==> src/rtl/miner_pkg.sv <==
// Shared encodings for the miner job controller: FSM states, engine control/status
// bit positions and default pad bytes.
package miner_pkg;

    typedef enum logic [2:0] {
        IDLE   = 3'd0,
        LOAD   = 3'd1,
        ARM    = 3'd2,
        RUN    = 3'd3,
        STOP   = 3'd4,
        REPORT = 3'd5
    } state_t;

    localparam int RUN_BIT   = 0;
    localparam int TEST_BIT  = 1;
    localparam int PADL_LSB  = 2;
    localparam int PADL_MSB  = 9;
    localparam int PADF_LSB  = 10;
    localparam int PADF_MSB  = 17;

    localparam int STAT_IRQ  = 0;
    localparam int STAT_RUN  = 1;
    localparam int STAT_TEST = 2;

    localparam logic [7:0]  DEF_PAD_FIRST     = 8'h06;
    localparam logic [7:0]  DEF_PAD_LAST      = 8'h80;
    localparam int          DEF_STOP_HOLD     = 4;
    localparam int          DEF_EXHAUST_SLACK = 8;
    localparam logic [31:0] DEF_WDOG_CYCLES   = 32'd100_000_000;

endpackage

==> src/rtl/miner_nonce_budget.sv <==
// Nonce budget tracker: latches start/count per job and flags when the engine's
// solution counter has run past the budget plus pipeline slack (modular, wrap-safe).
module miner_nonce_budget
    import miner_pkg::*;
#(
    parameter int EXHAUST_SLACK = DEF_EXHAUST_SLACK
) (
    input  logic        clk,
    input  logic        rst_n,
    input  logic        load,
    input  logic [63:0] start_nonce,
    input  logic [63:0] nonce_count,
    input  logic [63:0] solution,
    output logic        exhausted
);

    logic [63:0] start_q;
    logic [63:0] count_q;
    logic [63:0] progress;
    logic [64:0] limit;

    // Modular distance from the start nonce, so a wrap past 2^64-1 is counted correctly.
    assign progress = solution - start_q;
    assign limit    = {1'b0, count_q} + 65'(EXHAUST_SLACK);

    always_ff @(posedge clk or negedge rst_n) begin
        if (!rst_n) begin
            start_q   <= '0;
            count_q   <= '0;
            exhausted <= 1'b0;
        end else if (load) begin
            start_q   <= start_nonce;
            count_q   <= nonce_count;
            exhausted <= 1'b0;
        end else begin
            exhausted <= (count_q != 64'd0) && ({1'b0, progress} >= limit);
        end
    end

endmodule

==> src/rtl/miner_job_ctrl.sv <==
// Job sequencer for one sha3_256 mining engine: job in, run low/high/low, one result out.
// Optional build macro MINER_WATCHDOG_EN adds a RUN-state cycle limit (res_timeout).
module miner_job_ctrl
    import miner_pkg::*;
#(
    parameter logic [7:0]  PAD_FIRST     = DEF_PAD_FIRST,
    parameter logic [7:0]  PAD_LAST      = DEF_PAD_LAST,
    parameter int          STOP_HOLD     = DEF_STOP_HOLD,
    parameter int          EXHAUST_SLACK = DEF_EXHAUST_SLACK,
    parameter logic [31:0] WDOG_CYCLES   = DEF_WDOG_CYCLES
) (
    input  logic         clk,
    input  logic         rst_n,
    input  logic         job_valid,
    output logic         job_ready,
    input  logic [255:0] job_header,
    input  logic [255:0] job_difficulty,
    input  logic [63:0]  job_start_nonce,
    input  logic [63:0]  job_nonce_count,
    input  logic         job_test,
    input  logic [7:0]   job_id,
    input  logic         abort,
    output logic [255:0] m_header,
    output logic [255:0] m_difficulty,
    output logic [63:0]  m_start_nonce,
    output logic [17:0]  m_control,
    input  logic [63:0]  m_solution,
    input  logic [2:0]   m_status,
    input  logic         m_irq,
    output logic         res_valid,
    input  logic         res_ready,
    output logic [7:0]   res_id,
    output logic         res_found,
    output logic [63:0]  res_nonce,
    output logic         res_aborted,
    output logic         res_timeout,
    output logic         busy,
    output state_t       dbg_state
);

    // Handshakes: a transfer happens on the rising clk edge where valid & ready are both 1;
    // the producer holds valid and its data stable until that edge.

    localparam logic [7:0] HOLD_LAST = 8'(STOP_HOLD - 1);

    state_t     state;
    logic [7:0] hold_cnt;
    logic       run_q;
    logic       test_q;
    logic       exhausted;
    logic       wdog_hit;
    logic       accept;

    assign accept    = job_valid && job_ready;
    assign job_ready = (state == IDLE);
    assign busy      = (state != IDLE);
    assign dbg_state = state;
    assign m_control = {PAD_FIRST, PAD_LAST, test_q, run_q};

`ifdef MINER_WATCHDOG_EN
    logic [31:0] wdog_cnt;
    assign wdog_hit = (wdog_cnt == WDOG_CYCLES - 32'd1);
    logic unused_ok;
    assign unused_ok = ^{m_status[STAT_TEST], m_status[STAT_IRQ]};
`else
    assign wdog_hit = 1'b0;
    logic unused_ok;
    assign unused_ok = ^{m_status[STAT_TEST], m_status[STAT_IRQ], WDOG_CYCLES};
`endif

    miner_nonce_budget #(.EXHAUST_SLACK(EXHAUST_SLACK)) u_budget (
        .clk         (clk),
        .rst_n       (rst_n),
        .load        (accept),
        .start_nonce (job_start_nonce),
        .nonce_count (job_nonce_count),
        .solution    (m_solution),
        .exhausted   (exhausted)
    );

    always_ff @(posedge clk or negedge rst_n) begin
        if (!rst_n) begin
            state         <= IDLE;
            hold_cnt      <= '0;
            run_q         <= 1'b0;
            test_q        <= 1'b0;
            m_header      <= '0;
            m_difficulty  <= '0;
            m_start_nonce <= '0;
            res_valid     <= 1'b0;
            res_id        <= '0;
            res_found     <= 1'b0;
            res_nonce     <= '0;
            res_aborted   <= 1'b0;
            res_timeout   <= 1'b0;
`ifdef MINER_WATCHDOG_EN
            wdog_cnt      <= '0;
`endif
        end else begin
            case (state)
                IDLE: begin
                    if (accept) begin
                        m_header      <= job_header;
                        m_difficulty  <= job_difficulty;
                        m_start_nonce <= job_start_nonce;
                        test_q        <= job_test;
                        res_id        <= job_id;
                        res_found     <= 1'b0;
                        res_aborted   <= 1'b0;
                        res_timeout   <= 1'b0;
                        hold_cnt      <= '0;
                        state         <= LOAD;
                    end
                end
                LOAD, ARM: begin
                    if (abort) begin
                        run_q       <= 1'b0;
                        res_aborted <= 1'b1;
                        res_nonce   <= m_solution;
                        hold_cnt    <= '0;
                        state       <= STOP;
                    end else if (state == LOAD) begin
                        // Run held low long enough for the engine to load start_nonce.
                        if (hold_cnt == HOLD_LAST) begin
                            run_q <= 1'b1;
                            state <= ARM;
                        end else begin
                            hold_cnt <= hold_cnt + 8'd1;
                        end
                    end else if (m_status[STAT_RUN]) begin
`ifdef MINER_WATCHDOG_EN
                        wdog_cnt <= '0;
`endif
                        state <= RUN;
                    end
                end
                RUN: begin
`ifdef MINER_WATCHDOG_EN
                    wdog_cnt <= wdog_cnt + 32'd1;
`endif
                    if (m_irq || abort || wdog_hit || exhausted) begin
                        run_q     <= 1'b0;
                        hold_cnt  <= '0;
                        res_nonce <= m_solution;
                        state     <= STOP;
                        if (m_irq)        res_found   <= 1'b1;
                        else if (abort)   res_aborted <= 1'b1;
                        else if (wdog_hit) res_timeout <= 1'b1;
                    end
                end
                STOP: begin
                    run_q <= 1'b0;
                    if (hold_cnt != 8'hFF) hold_cnt <= hold_cnt + 8'd1;
                    if (hold_cnt >= HOLD_LAST && !m_status[STAT_RUN]) begin
                        res_valid <= 1'b1;
                        state     <= REPORT;
                    end
                end
                REPORT: begin
                    if (res_ready) begin
                        res_valid <= 1'b0;
                        state     <= IDLE;
                    end
                end
                default: state <= IDLE;
            endcase
        end
    end

endmodule

==> config.mk <==
export PLATFORM = sky130hd
export DESIGN_NAME = miner_job_ctrl
export DESIGN_NICKNAME = d
export VERILOG_FILES = /design/src/rtl/miner_pkg.sv /design/src/rtl/miner_nonce_budget.sv /design/src/rtl/miner_job_ctrl.sv
export SDC_FILE = /design/constraint.sdc
export NUM_CORES = 2
export LEC_CHECK = 0
export BUFFER_PORTS_ARGS = -buffer_cell sky130_fd_sc_hd__buf_2
export CORE_AREA = 3 3 546 548
export DETAILED_ROUTE_END_ITERATION = 8
export DIE_AREA = 0 0 549 551
export PLACE_DENSITY_LB_ADDON = 0.25
export SETUP_SLACK_MARGIN = 0.05
export SLEW_MARGIN = 15
export SYNTH_ARGS = -nofsm -noshare
export SYNTH_HDL_FRONTEND = slang
export SYNTH_HIERARCHICAL = 1
export SYNTH_SLANG_ARGS = --single-unit
==> constraint.sdc <==
create_clock -name clk -period 8.15 [get_ports clk]
set_input_delay 1.2225 -clock clk [delete_from_list [all_inputs] [get_ports clk]]
set_output_delay 1.2225 -clock clk [all_outputs]
set_load 0.05 [all_outputs]
==> reports/metrics.sh <==
RUN_STATUS='finished clean'
POWER.SHARE.COMBINATIONAL_PCT=54.0
FINALWORSTPATHREQUIREDPERIOD_NS=6.34
WORST_MARGIN_SLEW_NS=1.17
H-TREE-DEPTH=3
P_SW_mW=14.5
CLKSINKCOUNT=793
SYNTH_EDF_COUNT=0
DP_HPWL_UM=205000
YS_DOMINANT_REG_CELL='sky130_fd_sc_hd__dfrtp_1'
SYNTHTOPCELLSBYCOUNT='1,913 x sky130_fd_sc_hd__nand2_1, 793 x sky130_fd_sc_hd__dfrtp_1, 130 x sky130_fd_sc_hd__buf_2'
CP_CELL_SEQUENCE='buf_2 -> inv_1 -> ha_1 -> fa_1 -> nand2b_1 -> a21oi_1 -> a211oi_1 -> o211a_1 -> o21bai_1 -> a31o_2 -> a21oi_1 -> nand3b_1 -> nand3_1 -> ha_1 -> and4_1 -> nand3_1 -> nor3_1 -> nand4_1 -> nor2_1 -> a2111oi_0 -> a2111oi_0 -> o21ai_0 -> a21oi_1'
HOLD_VIOL_FINAL=0
SOURCE_TO_SINK_CLOCK_DELAY_AT_THE_LATER_PIN_OF_THE_WORST_SKEW_PAIR_NS=0.84
FINAL.SETUP.TNS_NS=0
SYNTH_ASYNC_SR_FLOP_SHARE_PCT=100
NUM_VIAS=34400
CELLPOWERDENSITY_mW_PER_MM2=520
CLOCK_TREE.ROOT_CELL='sky130_fd_sc_hd__clkbuf_16'
CTS_POST_SETUP_BUFFERS_INSERTED=0
YS_FF_LATCH=793
FP.DIEH_UM=551
DIE_X_UM=549
FINALCLOCKSKEW_NS=0.0431
RELATIVE_CONTRIBUTION_OF_THE_CLOCK_NETWORK_TO_TOTAL_POWER_PCT=19.3
SYNTH_LARGEST_TYPE_AREA_FRACTION_PCT=54.4
SYNTHMOSTINSTANTIATEDCELL='sky130_fd_sc_hd__nand2_1'
CRIT_REQUIRED_NS=8.87
STD_CELL_ROWS=199
GRT_PASS1_VIAS=34300
CRIT_ARRIVAL_NS=7.06
FINAL_LAYOUT_SIZE_SUFFIX_GT1_SHARE_PCT=32.1
POST_CTS.RESIZED_INSTANCES=0
AREAGROWTHSYNTHTOFINISH_PCT=41.4
DETAIL_ROUTE.DRC_VIOLATIONS=0
WORST_HOLD_PATH_TYPE='primary input to asynchronous set/reset pin'
P_SW_SHARE_PCT=54.2
YOSYSUNIQUECELLTYPES=78
YOSYSWARNINGCOUNT=6
DRV.MAX_CAP_VIOLATION_COUNT=0
CLOCK_PATH_BUFFERS=4
DIE_AREA_MM2=0.302
FINALSETUPVIOLATIONS=0
TOTALWIRELENGTH_UM=245000
NETLIST_AREA_MM2=0.0365
CORE_AREA_MM2=0.294
NUMCTSBUFFERS=113
CLK_TRANSITION_REPORTED_PATHS_NS=0.06
DR.PASS1.ITERS=6
SLEW_VIOL_FINAL=0
SLEW_HR_PCT=21.4
CRITPATHKIND='primary input to flop'
CTS_HOLD_BUF=0
FINISH.NET_COUNT=6227
SYNTH.AVG_CELL_AREA_UM2=9.05
TRITONCTS_CLOCK_TREE='yes'
PATH_MAX_FANOUT=8
START_UTIL_PCT=12.4
PLACE_WORST_SETUP_SLACK_NS=0.968
WORST_SLACK_NS=1.81
CRITPATHSLOWESTCELL='sky130_fd_sc_hd__a211oi_1'
VDD_IR_DROP_MAX_mV=0.246
NETLIST_INSTANCES=4032
SEQ_AREA_FRAC_SYNTH_PCT=54.4
WORST_PATH_MOST_REPEATED_CELL='sky130_fd_sc_hd__a21oi_1'
ANT_NETS=0
GRT_FIRST_PASS_WIRELENGTH_UM=321000
PLACE_CONGESTION=0.905
SEQ_POWER_SHARE_PCT=26.7
GRT_SETUP_UNREPAIRED='no'
SYNTHTOPCELLSBYAREA='sky130_fd_sc_hd__dfrtp_1 54%, sky130_fd_sc_hd__nand2_1 20%, sky130_fd_sc_hd__ha_1 4.4%'
POWER_REPORT.INTERNAL_TOTAL_mW=12.3
DRT-VIAS-PER-INSTANCE=3.65
GLOBALROUTETOTALUTIL_PCT=15.5
LAYOUT_WORST_PATH_CYCLE_SHARE_PCT=77.8
PLACEMENT.IO_BUFFERS=1377
ROUTE.DETAILED.WL_PER_INST_UM=26.1
CP-END-KIND='flop'
STARTPOINT_TYPE='primary input'
GRT_OVERFLOW_TOTAL=0
YOSYSTOPAREACELL='sky130_fd_sc_hd__dfrtp_1'
PIN_COUNT=1397
ANTENNA_FOUND_INITIAL=151
DRT_ITER0_DRC=2117
REPORTED_LEAKAGE_POWER_nW=26.6
TIMING.CRITICAL_PATH.SLOWEST_CELL_DELAY_NS=0.64
GRT_MAX_DEGREE=157
TIMING.FMAX_MHz=158
==> cells in the final DEF (no fill, tap or decap), types with 11 or more instances in the layout <==
cell type,count
sky130_fd_sc_hd__a211oi_1,12
sky130_fd_sc_hd__a21o_1,59
sky130_fd_sc_hd__a21oi_1,85
sky130_fd_sc_hd__and3_1,22
sky130_fd_sc_hd__and4_1,13
sky130_fd_sc_hd__buf_2,1376
sky130_fd_sc_hd__buf_4,30
sky130_fd_sc_hd__bufinv_16,11
sky130_fd_sc_hd__clkbuf_1,21
sky130_fd_sc_hd__clkbuf_16,113
sky130_fd_sc_hd__clkbuf_8,17
sky130_fd_sc_hd__clkinv_2,19
sky130_fd_sc_hd__clkinvlp_4,11
sky130_fd_sc_hd__conb_1,17
sky130_fd_sc_hd__dfrtp_1,793
sky130_fd_sc_hd__diode_2,24
sky130_fd_sc_hd__ha_1,129
sky130_fd_sc_hd__inv_1,99
sky130_fd_sc_hd__mux2_2,126
sky130_fd_sc_hd__nand2_1,1912
sky130_fd_sc_hd__nand3_1,45
sky130_fd_sc_hd__nand4_1,40
sky130_fd_sc_hd__nor2_1,69
sky130_fd_sc_hd__nor4_1,21
sky130_fd_sc_hd__o21ai_0,121
sky130_fd_sc_hd__o21bai_1,11
sky130_fd_sc_hd__xnor2_1,55
sky130_fd_sc_hd__xor2_1,63
==> per-layer routing <==
metal	global-route usage, %	vias up	wire length [µm]
met1	19.2	16800	102000
met2	25.4	1388	114000
met4	3.75	96	6910
li1	-	15800	-
met5	0	-	621
met3	5.60	384	22100
==> cells by family (layout without fill, tap and decap cells) <==
kind of cell    after synthesis  count (layout)  share of synthesized area [%]
fa+ha+maj                   130             130                           4.48
compound gates              368             368                           6.38
xor+xnor                    118             118                           2.83
simple gates               2191            2191                           24.1
buf+inv                     303            1721                           3.83
other cells                   2              41                         0.0206
flops                       793             793                           54.4
mux                         127             127                           3.92
==> metrics by stage <==
stage,power (mW),area (µm²),utilization (%),std cells,hold slack [ns]
floorplan,16.4,36500,-,4047,0.447
global placement,21.9,47700,16.3,9179,0.453
detailed placement,21.9,47700,16.3,9179,0.457
CTS,27.3,51500,17.5,9384,0.384
global route,28.4,51500,17.5,9388,0.423
finish,26.8,51600,17.6,9408,0.413
==> worst max-delay path: cells and delay by family <==
kind	cells	cell delay, ns
AO/OA/AOI/OAI	10	3.27
adder cells (fa/ha/maj)	3	0.88
buffers and inverters	2	0.18
AND/OR/NAND/NOR	8	1.49
==> final timing paths <==
path / start / to / slack, ns / cells after the start
setup / recovery: m_solution[0] / u_budget/exhausted$_DFF_PN0_ / 1.81 / 23
hold / removal: rst_n / m_start_nonce[16]$_DFFE_PN0P_ / 0.41 / 1
setup reg to reg: u_budget/start_q[14]$_DFFE_PN0P_ / u_budget/exhausted$_DFF_PN0_ / 1.96 / 22
hold reg to reg: m_header[50]$_DFFE_PN0P_ / m_header[50]$_DFFE_PN0P_ / 0.47 / 2
max in group asynchronous: rst_n / m_header[196]$_DFFE_PN0P_ / 5.79 / 3
min in group clk: m_header[50]$_DFFE_PN0P_ / m_header[50]$_DFFE_PN0P_ / 0.47 / 2
==> layout make-up <==
cell class / count / area (µm²)
clock buffers: 151 / 3140
inverters: 101 / 387
well taps: 3919 / 4900
repair buffers: 1415 / 7290
fillers: 33400 / 242000
multi-input cells: 2951 / 15300
flip-flops and latches: 793 / 19800
clock inverters: 54 / 633
diodes: 24 / 60.1
==> power groups by stage <==
stage	combinational [mW]	sequential (mW)	clock [mW]
2_1_floorplan	4.57	11.8	0
4_1_cts	14.8	7.13	5.42
6_report	14.5	7.15	5.18
3_3_place_gp	14.7	7.15	0
5_1_grt	15.5	7.37	5.52
3_5_place_dp	14.7	7.17	0
==> registers in the layout, indices dropped and copies added, names as in the netlist <==
register / count
hold_cnt: 8
dbg_state: 3
m_start_nonce: 64
res_found: 1
res_aborted: 1
res_id: 8
u_budget/exhausted: 1
test_q: 1
res_nonce: 64
u_budget/start_q: 64
m_header: 256
m_difficulty: 256
run_q: 1
u_budget/count_q: 64
res_valid: 1
(Power assumes the default switching activity.)
